File: config.mk
export PLATFORM = sky130hd
export DESIGN_NAME = tbird_light_sched
export DESIGN_NICKNAME = d
export VERILOG_FILES = /design/src/rtl/tbird_pkg.sv /design/src/rtl/tbird_prescaler.sv /design/src/rtl/tbird_light_sched.sv
export SDC_FILE = /design/constraint.sdc
export NUM_CORES = 1
export LEC_CHECK = 0
export ABC_AREA = 1
export ABC_CLOCK_PERIOD_IN_PS = 1200
export CORE_AREA = 2 2 39 41
export CTS_CLUSTER_SIZE = 20
export DETAILED_ROUTE_END_ITERATION = 10
export DIE_AREA = 0 0 41 43
export PLACE_DENSITY = 0.66
export SLEW_MARGIN = 5
export SYNTH_ARGS = -nofsm -noshare
export SYNTH_HDL_FRONTEND = slang
export SYNTH_SLANG_ARGS = --single-unit
export TNS_END_PERCENT = 30
File: constraint.sdc
create_clock -name clk -period 1.2 [get_ports clk]
set_input_delay 0.24 -clock clk [delete_from_list [all_inputs] [get_ports clk]]
set_output_delay 0.24 -clock clk [all_outputs]
set_load 0.02 [all_outputs]
File: src/rtl/tbird_pkg.sv
// tbird_pkg: types and constants shared by the tail-lamp sequencer.
//   statetype      : sequencer state encoding
//   PAT_*          : lamp patterns, {LC,LB,LA, RA,RB,RC}
//   BRAKE_SIDE_*   : brake overlay masks for the non-sequenced side
package tbird_pkg;

    typedef enum logic [3:0] {
        IDLE,
        L1,
        L2,
        L3,
        R1,
        R2,
        R3,
        H_ON,
        OFF
    } statetype;

    localparam logic [5:0] PAT_L1  = 6'b001_000;
    localparam logic [5:0] PAT_L2  = 6'b011_000;
    localparam logic [5:0] PAT_L3  = 6'b111_000;
    localparam logic [5:0] PAT_R1  = 6'b000_100;
    localparam logic [5:0] PAT_R2  = 6'b000_110;
    localparam logic [5:0] PAT_R3  = 6'b000_111;
    localparam logic [5:0] PAT_HAZ = 6'b111_111;
    localparam logic [5:0] PAT_OFF = 6'b000_000;

    // Right-side lamps lit while a left sequence runs, and vice versa.
    localparam logic [5:0] BRAKE_SIDE_R = 6'b000_111;
    localparam logic [5:0] BRAKE_SIDE_L = 6'b111_000;

endpackage

File: src/rtl/tbird_prescaler.sv
// tbird_prescaler: divides clk down to a one-cycle step pulse every
// TICK_DIV cycles.
//   clk   in  : system clock, rising edge
//   reset in  : synchronous, active-high
//   clr   in  : holds the counter at 0 (sequencer idle)
//   step  out : high on the last cycle of each TICK_DIV-cycle window
module tbird_prescaler #(
    parameter int unsigned TICK_DIV = 4
) (
    input  logic clk,
    input  logic reset,
    input  logic clr,
    output logic step
);

    localparam int unsigned CNT_W = $clog2(TICK_DIV + 1);
    localparam logic [CNT_W-1:0] LAST = CNT_W'(TICK_DIV - 1);

    logic [CNT_W-1:0] count_q;
    logic [CNT_W-1:0] count_d;

    // With TICK_DIV=1 step is permanently high; the sequencer ignores it
    // while idle, so no gating by clr is needed.
    assign step = (count_q == LAST);

    always_comb begin
        count_d = count_q + CNT_W'(1);
        if (clr || step) begin
            count_d = '0;
        end
    end

    always_ff @(posedge clk) begin
        if (reset) begin
            count_q <= '0;
        end else begin
            count_q <= count_d;
        end
    end

endmodule

File: src/rtl/tbird_light_sched.sv
// tbird_light_sched: tail-lamp controller for three left and three right
// lamps. Arbitrates left/right/hazard requests while idle and then runs
// the selected blink sequence to completion, one state per prescaler step.
//   clk       in  : system clock, rising edge
//   reset     in  : synchronous, active-high
//   left_req  in  : left-turn request, level
//   right_req in  : right-turn request, level
//   haz_req   in  : hazard request, level
//   brake     in  : brake pedal (only when TBIRD_BRAKE_EN is defined)
//   y[5:0]    out : lamps {LC,LB,LA, RA,RB,RC}, 1 = on
//   busy      out : high whenever a sequence is in progress
// Build option: define TBIRD_BRAKE_EN to add the brake input and overlay.
module tbird_light_sched
    import tbird_pkg::*;
#(
    parameter int unsigned TICK_DIV = 4
) (
    input  logic       clk,
    input  logic       reset,
    input  logic       left_req,
    input  logic       right_req,
    input  logic       haz_req,
`ifdef TBIRD_BRAKE_EN
    input  logic       brake,
`endif
    output logic [5:0] y,
    output logic       busy
);

    statetype state_q;
    statetype state_d;
    logic     step;
    logic [5:0] pattern;

    tbird_prescaler #(
        .TICK_DIV (TICK_DIV)
    ) u_prescaler (
        .clk   (clk),
        .reset (reset),
        .clr   (state_q == IDLE),
        .step  (step)
    );

    always_ff @(posedge clk) begin
        if (reset) begin
            state_q <= IDLE;
        end else begin
            state_q <= state_d;
        end
    end

    // Requests are only looked at in IDLE; every other state advances on step.
    always_comb begin
        state_d = state_q;
        case (state_q)
            IDLE: begin
                if (haz_req || (left_req && right_req)) begin
                    state_d = H_ON;
                end else if (left_req) begin
                    state_d = L1;
                end else if (right_req) begin
                    state_d = R1;
                end
            end
            L1:      if (step) state_d = L2;
            L2:      if (step) state_d = L3;
            L3:      if (step) state_d = OFF;
            R1:      if (step) state_d = R2;
            R2:      if (step) state_d = R3;
            R3:      if (step) state_d = OFF;
            H_ON:    if (step) state_d = OFF;
            OFF:     if (step) state_d = IDLE;
            default: state_d = IDLE;
        endcase
    end

    always_comb begin
        pattern = PAT_OFF;
        case (state_q)
            L1:      pattern = PAT_L1;
            L2:      pattern = PAT_L2;
            L3:      pattern = PAT_L3;
            R1:      pattern = PAT_R1;
            R2:      pattern = PAT_R2;
            R3:      pattern = PAT_R3;
            H_ON:    pattern = PAT_HAZ;
            default: pattern = PAT_OFF;
        endcase
    end

    assign busy = (state_q != IDLE);

`ifdef TBIRD_BRAKE_EN
    logic brake_q;
    logic brake_d;
    logic [5:0] overlay;

    assign brake_d = brake;

    always_ff @(posedge clk) begin
        if (reset) begin
            brake_q <= 1'b0;
        end else begin
            brake_q <= brake_d;
        end
    end

    // Overlay lights the side not being sequenced; outside turn sequences
    // every lamp is lit. Output-only, so state timing is unaffected.
    always_comb begin
        overlay = '0;
        if (brake_q) begin
            case (state_q)
                L1, L2, L3: overlay = BRAKE_SIDE_R;
                R1, R2, R3: overlay = BRAKE_SIDE_L;
                default:    overlay = '1;
            endcase
        end
    end

    assign y = pattern | overlay;
`else
    assign y = pattern;
`endif

endmodule

==> summary.txt <==
FLOORPLAN
--------------------------------------------------------------------------------
Initial Utilization                                                        0.347
Die height                                                                 43 um
Chip Width                                                                 41 um
DIE AREA                                                               1760 um^2
Ports                                                                         12
Core area                                                              1380 um^2
Cell row count                                                                14

POWER AND IR DROP
--------------------------------------------------------------------------------
Clock Power Share                                                          0.078
Cell Int Power                                                           1.42 mW
Net Sw Frac                                                                0.461
Worst supply voltage drop on vdd                                         1.70 mV
Power per Cell Area                                                 3140 nW/um^2
Comb pwr share                                                             0.727
Leak                                                                    0.401 nW
Sequential fraction of design power                                        0.196
Net switching component of the power                                     1.21 mW
Post-layout total power                                                  2.63 mW

PLACEMENT
--------------------------------------------------------------------------------
Final weighted congestion in routability-driven placement                  0.777
PortBufs                                                                      11
Cell Area, Placed                                                       732 um^2
Post-place setup slack                                                 -0.365 ns
Placed instance count                                                        114
Post-detail-place hpwl                                                    846 um

CLOCK NETWORK
--------------------------------------------------------------------------------
Post-CTS Hold Fix Bufs                                                         0
CTS Buf Count                                                                  3
Clock transition at path regs                                            0.05 ns
CTS Buffer Depth                                                               2
Deepest level of the CTS H-tree                                                1
CTS tree                                                                   built
Number of clock sinks seen by CTS                                              7
Clock Latency Late Sink                                                  0.24 ns
Clock root buffer                                                   sky130_fd_sc_hd__clkbuf_4

RUN STATUS
--------------------------------------------------------------------------------
Result of the run                                                   complete, but fails checks
Violated checks                                                     setup timing

FINAL LAYOUT
--------------------------------------------------------------------------------
Synth-to-layout area growth                                                74.7%
Final antenna diode count                                                      0
Fin cells                                                                    121
Final standard cell area without fillers                                840 um^2
Share of cells above drive strength 1                                      0.533
Final core area utilization                                                0.607
Number of nets in the final layout                                           113

DETAILED ROUTING
--------------------------------------------------------------------------------
Total via count in the routed design                                         539
Post-Route WL                                                            1190 um
Count of antenna-violating nets left after detailed routing                    0
1st-iter DRT viols                                                             8
First-pass detailed-route iteration total                                      2
Wire per inst                                                            9.80 um
Count of unresolved DRC violations after routing                               0
Mean number of vias per cell                                                4.45

CRITICAL PATH
--------------------------------------------------------------------------------
Kind of start point of the critical path                                    flop
Slack of the worst reg-to-reg path                                      -0.02 ns
Worst r2r dst                                                         state_q[3]
Depth of the worst register-to-register path                                   9
Launch instance of the worst register-to-register path                state_q[1]
Largest fanout on the critical path                                            5
Data arrival time of the critical path                                   1.11 ns
CP Class                                                              reg -> out
Worst Path Required                                                      0.96 ns
Endpoint type of the worst setup path                                 output pin

TIMING
--------------------------------------------------------------------------------
Final critical path time including I/O delays and setup                  1.35 ns
Number of max-slew violations in the final report                              0
Clock skew                                                           0.000845 ns
Max Clk Rate                                                           0.739 GHz
Ratio of final minimum period to clock period                               1.13
Unrepaired setup endpoints after global routing                              yes
Headroom to the max-slew limit                                             0.868
Worst-margin pin slew                                                   0.197 ns
Number of hold-slack violations in the final timing report                     0
Final worst setup slack                                                -0.154 ns
Final setup viols                                                              8

YOSYS
--------------------------------------------------------------------------------
Nets in the synthesized netlist                                               78
Number of distinct library cells after synthesis                              15
Yosys warning total                                                            0
Sequential cell area fraction in the yosys report                          0.292
Count of mapped cells out of synthesis                                        71
Avg Synthesized Cell Area                                              6.77 um^2
Synthesized cell area                                                   480 um^2
Yosys reg bits                                                                 7

MIN PATH
--------------------------------------------------------------------------------
Worst min-delay path class                                            reg -> reg
Launch point of the worst hold path                                 u_prescaler.count_q[0]
Hold Path Stages                                                               1
Hold Path End                                                       u_prescaler.count_q[0]

GLOBAL ROUTE
--------------------------------------------------------------------------------
Total global routing overflow                                                  0
Pin count of the biggest net entering global routing                           9
Number of antenna violations at the first check in global routing              0
Global-route wire length before repair                                   1900 um
Vias in the first global route                                               502
Global routing usage summed across all routing layers                      0.160

RUN
--------------------------------------------------------------------------------
Max-capacitance violation count                                                0

[cells by family after synthesis]
| group | Yosys count | synth area share |
|---|---|---|
| adders and majority gates | 2 | 0.0521 |
| AOI/OAI and AO/OA | 7 | 0.104 |
| buffers and inverters | 13 | 0.117 |
| DFF | 7 | 0.292 |
| and+or+nand+nor | 42 | 0.435 |
[critical path, stage by stage (launching register included)]
cell and delay [ns]:
sky130_fd_sc_hd__dfxtp_4 0.38, sky130_fd_sc_hd__nor2_4 0.06, sky130_fd_sc_hd__buf_4 0.13, sky130_fd_sc_hd__a211oi_2 0.13, sky130_fd_sc_hd__buf_4 0.17
[Yosys cell counts]
library cell,n,area share
sky130_fd_sc_hd__nand2_2,3,0.039
sky130_fd_sc_hd__buf_6,1,0.023
sky130_fd_sc_hd__nand3_2,1,0.021
sky130_fd_sc_hd__nand2_1,13,0.10
sky130_fd_sc_hd__inv_2,3,0.023
sky130_fd_sc_hd__a21oi_1,2,0.021
sky130_fd_sc_hd__nor2_1,10,0.078
sky130_fd_sc_hd__clkinv_1,1,0.0078
sky130_fd_sc_hd__ha_1,2,0.052
sky130_fd_sc_hd__inv_1,8,0.063
sky130_fd_sc_hd__nand3_1,12,0.13
sky130_fd_sc_hd__dfxtp_1,7,0.29
sky130_fd_sc_hd__nor2_4,3,0.070
sky130_fd_sc_hd__a21oi_2,2,0.036
sky130_fd_sc_hd__a211oi_1,3,0.047
[power groups by stage]
stage,Clock (mW),Combinational [mW],Sequential (mW)
after global placement,0,1.70,0.443
after detailed placement,0,1.70,0.446
after global routing,0.232,2.13,0.524
final,0.205,1.91,0.515
after CTS,0.219,1.66,0.499
after floorplan,0,1.02,0.415
[cell usage in the layout, fill, tap and decap left out]
cell and instances:
sky130_fd_sc_hd__nor2_2 2, sky130_fd_sc_hd__ha_1 2, sky130_fd_sc_hd__inv_2 4, sky130_fd_sc_hd__a211oi_2 2
sky130_fd_sc_hd__nand3_2 2, sky130_fd_sc_hd__a21oi_1 1, sky130_fd_sc_hd__dfxtp_1 3, sky130_fd_sc_hd__buf_6 4
sky130_fd_sc_hd__dfxtp_4 4, sky130_fd_sc_hd__nand3_1 10, sky130_fd_sc_hd__nor2_1 8, sky130_fd_sc_hd__clkinv_1 1
sky130_fd_sc_hd__clkbuf_4 3, sky130_fd_sc_hd__nand2_2 3, sky130_fd_sc_hd__a211oi_1 1, sky130_fd_sc_hd__nand2_1 11
sky130_fd_sc_hd__clkdlybuf4s50_1 4, sky130_fd_sc_hd__inv_1 7, sky130_fd_sc_hd__nand2_4 2, sky130_fd_sc_hd__nor2_4 3
sky130_fd_sc_hd__a21oi_2 3, sky130_fd_sc_hd__nand3_4 1, sky130_fd_sc_hd__clkbuf_1 1, sky130_fd_sc_hd__buf_4 23
[repair_timing]
action | CTS | global route
setup buffers | 1 | 2
gates resized for setup | 44 | 16
pin swaps | 2 | 3
setup endpoints to repair | 11 | 14
[routing by layer]
| layer | part of all wire | track usage | vias up |
|---|---|---|---|
| met1 | 0.43 | 0.169 | 230 |
| met5 | 0 | 0 | - |
| met4 | 0 | 0.0800 | 0 |
| met2 | 0.52 | 0.278 | 11 |
| li1 | - | - | 298 |
| met3 | 0.050 | 0.0314 | 0 |
[through the flow]
stage | hold WS, ns | setup TNS (ns)
floorplan | 0.302 | -0.292
global placement | 0.411 | -3.05
detailed placement | 0.418 | -3.07
CTS | 0.425 | -0.568
global route | 0.445 | -1.16
finish | 0.418 | -0.469
[how the worst max path moves through the flow]
stage | from | to | slack [ns] | cells past startpoint
after floorplan | state_q[2] | y[0] | -0.1 | 4
after global placement | state_q[3] | y[1] | -0.36 | 4
after detailed placement | state_q[1] | y[3] | -0.36 | 3
after CTS | state_q[0] | y[3] | -0.1 | 3
after global routing | state_q[1] | y[3] | -0.19 | 4
final | state_q[1] | y[3] | -0.15 | 4
[flip-flops by register name, indices dropped and copies added, names as in the netlist]
signal               count
u_prescaler.count_q      3
state_q                  4
[final cells by class]
type | count | area [um^2]
Sequential cell | 7 | 155
Fill cell | 127 | 544
Tap cell | 16 | 20.0
Clock buffer | 4 | 26.3
Multi-Input combinational cell | 51 | 335
Inverter | 12 | 45.0
Timing Repair Buffer | 31 | 258
No activity file was read; power rests on OpenSTA's default activity.
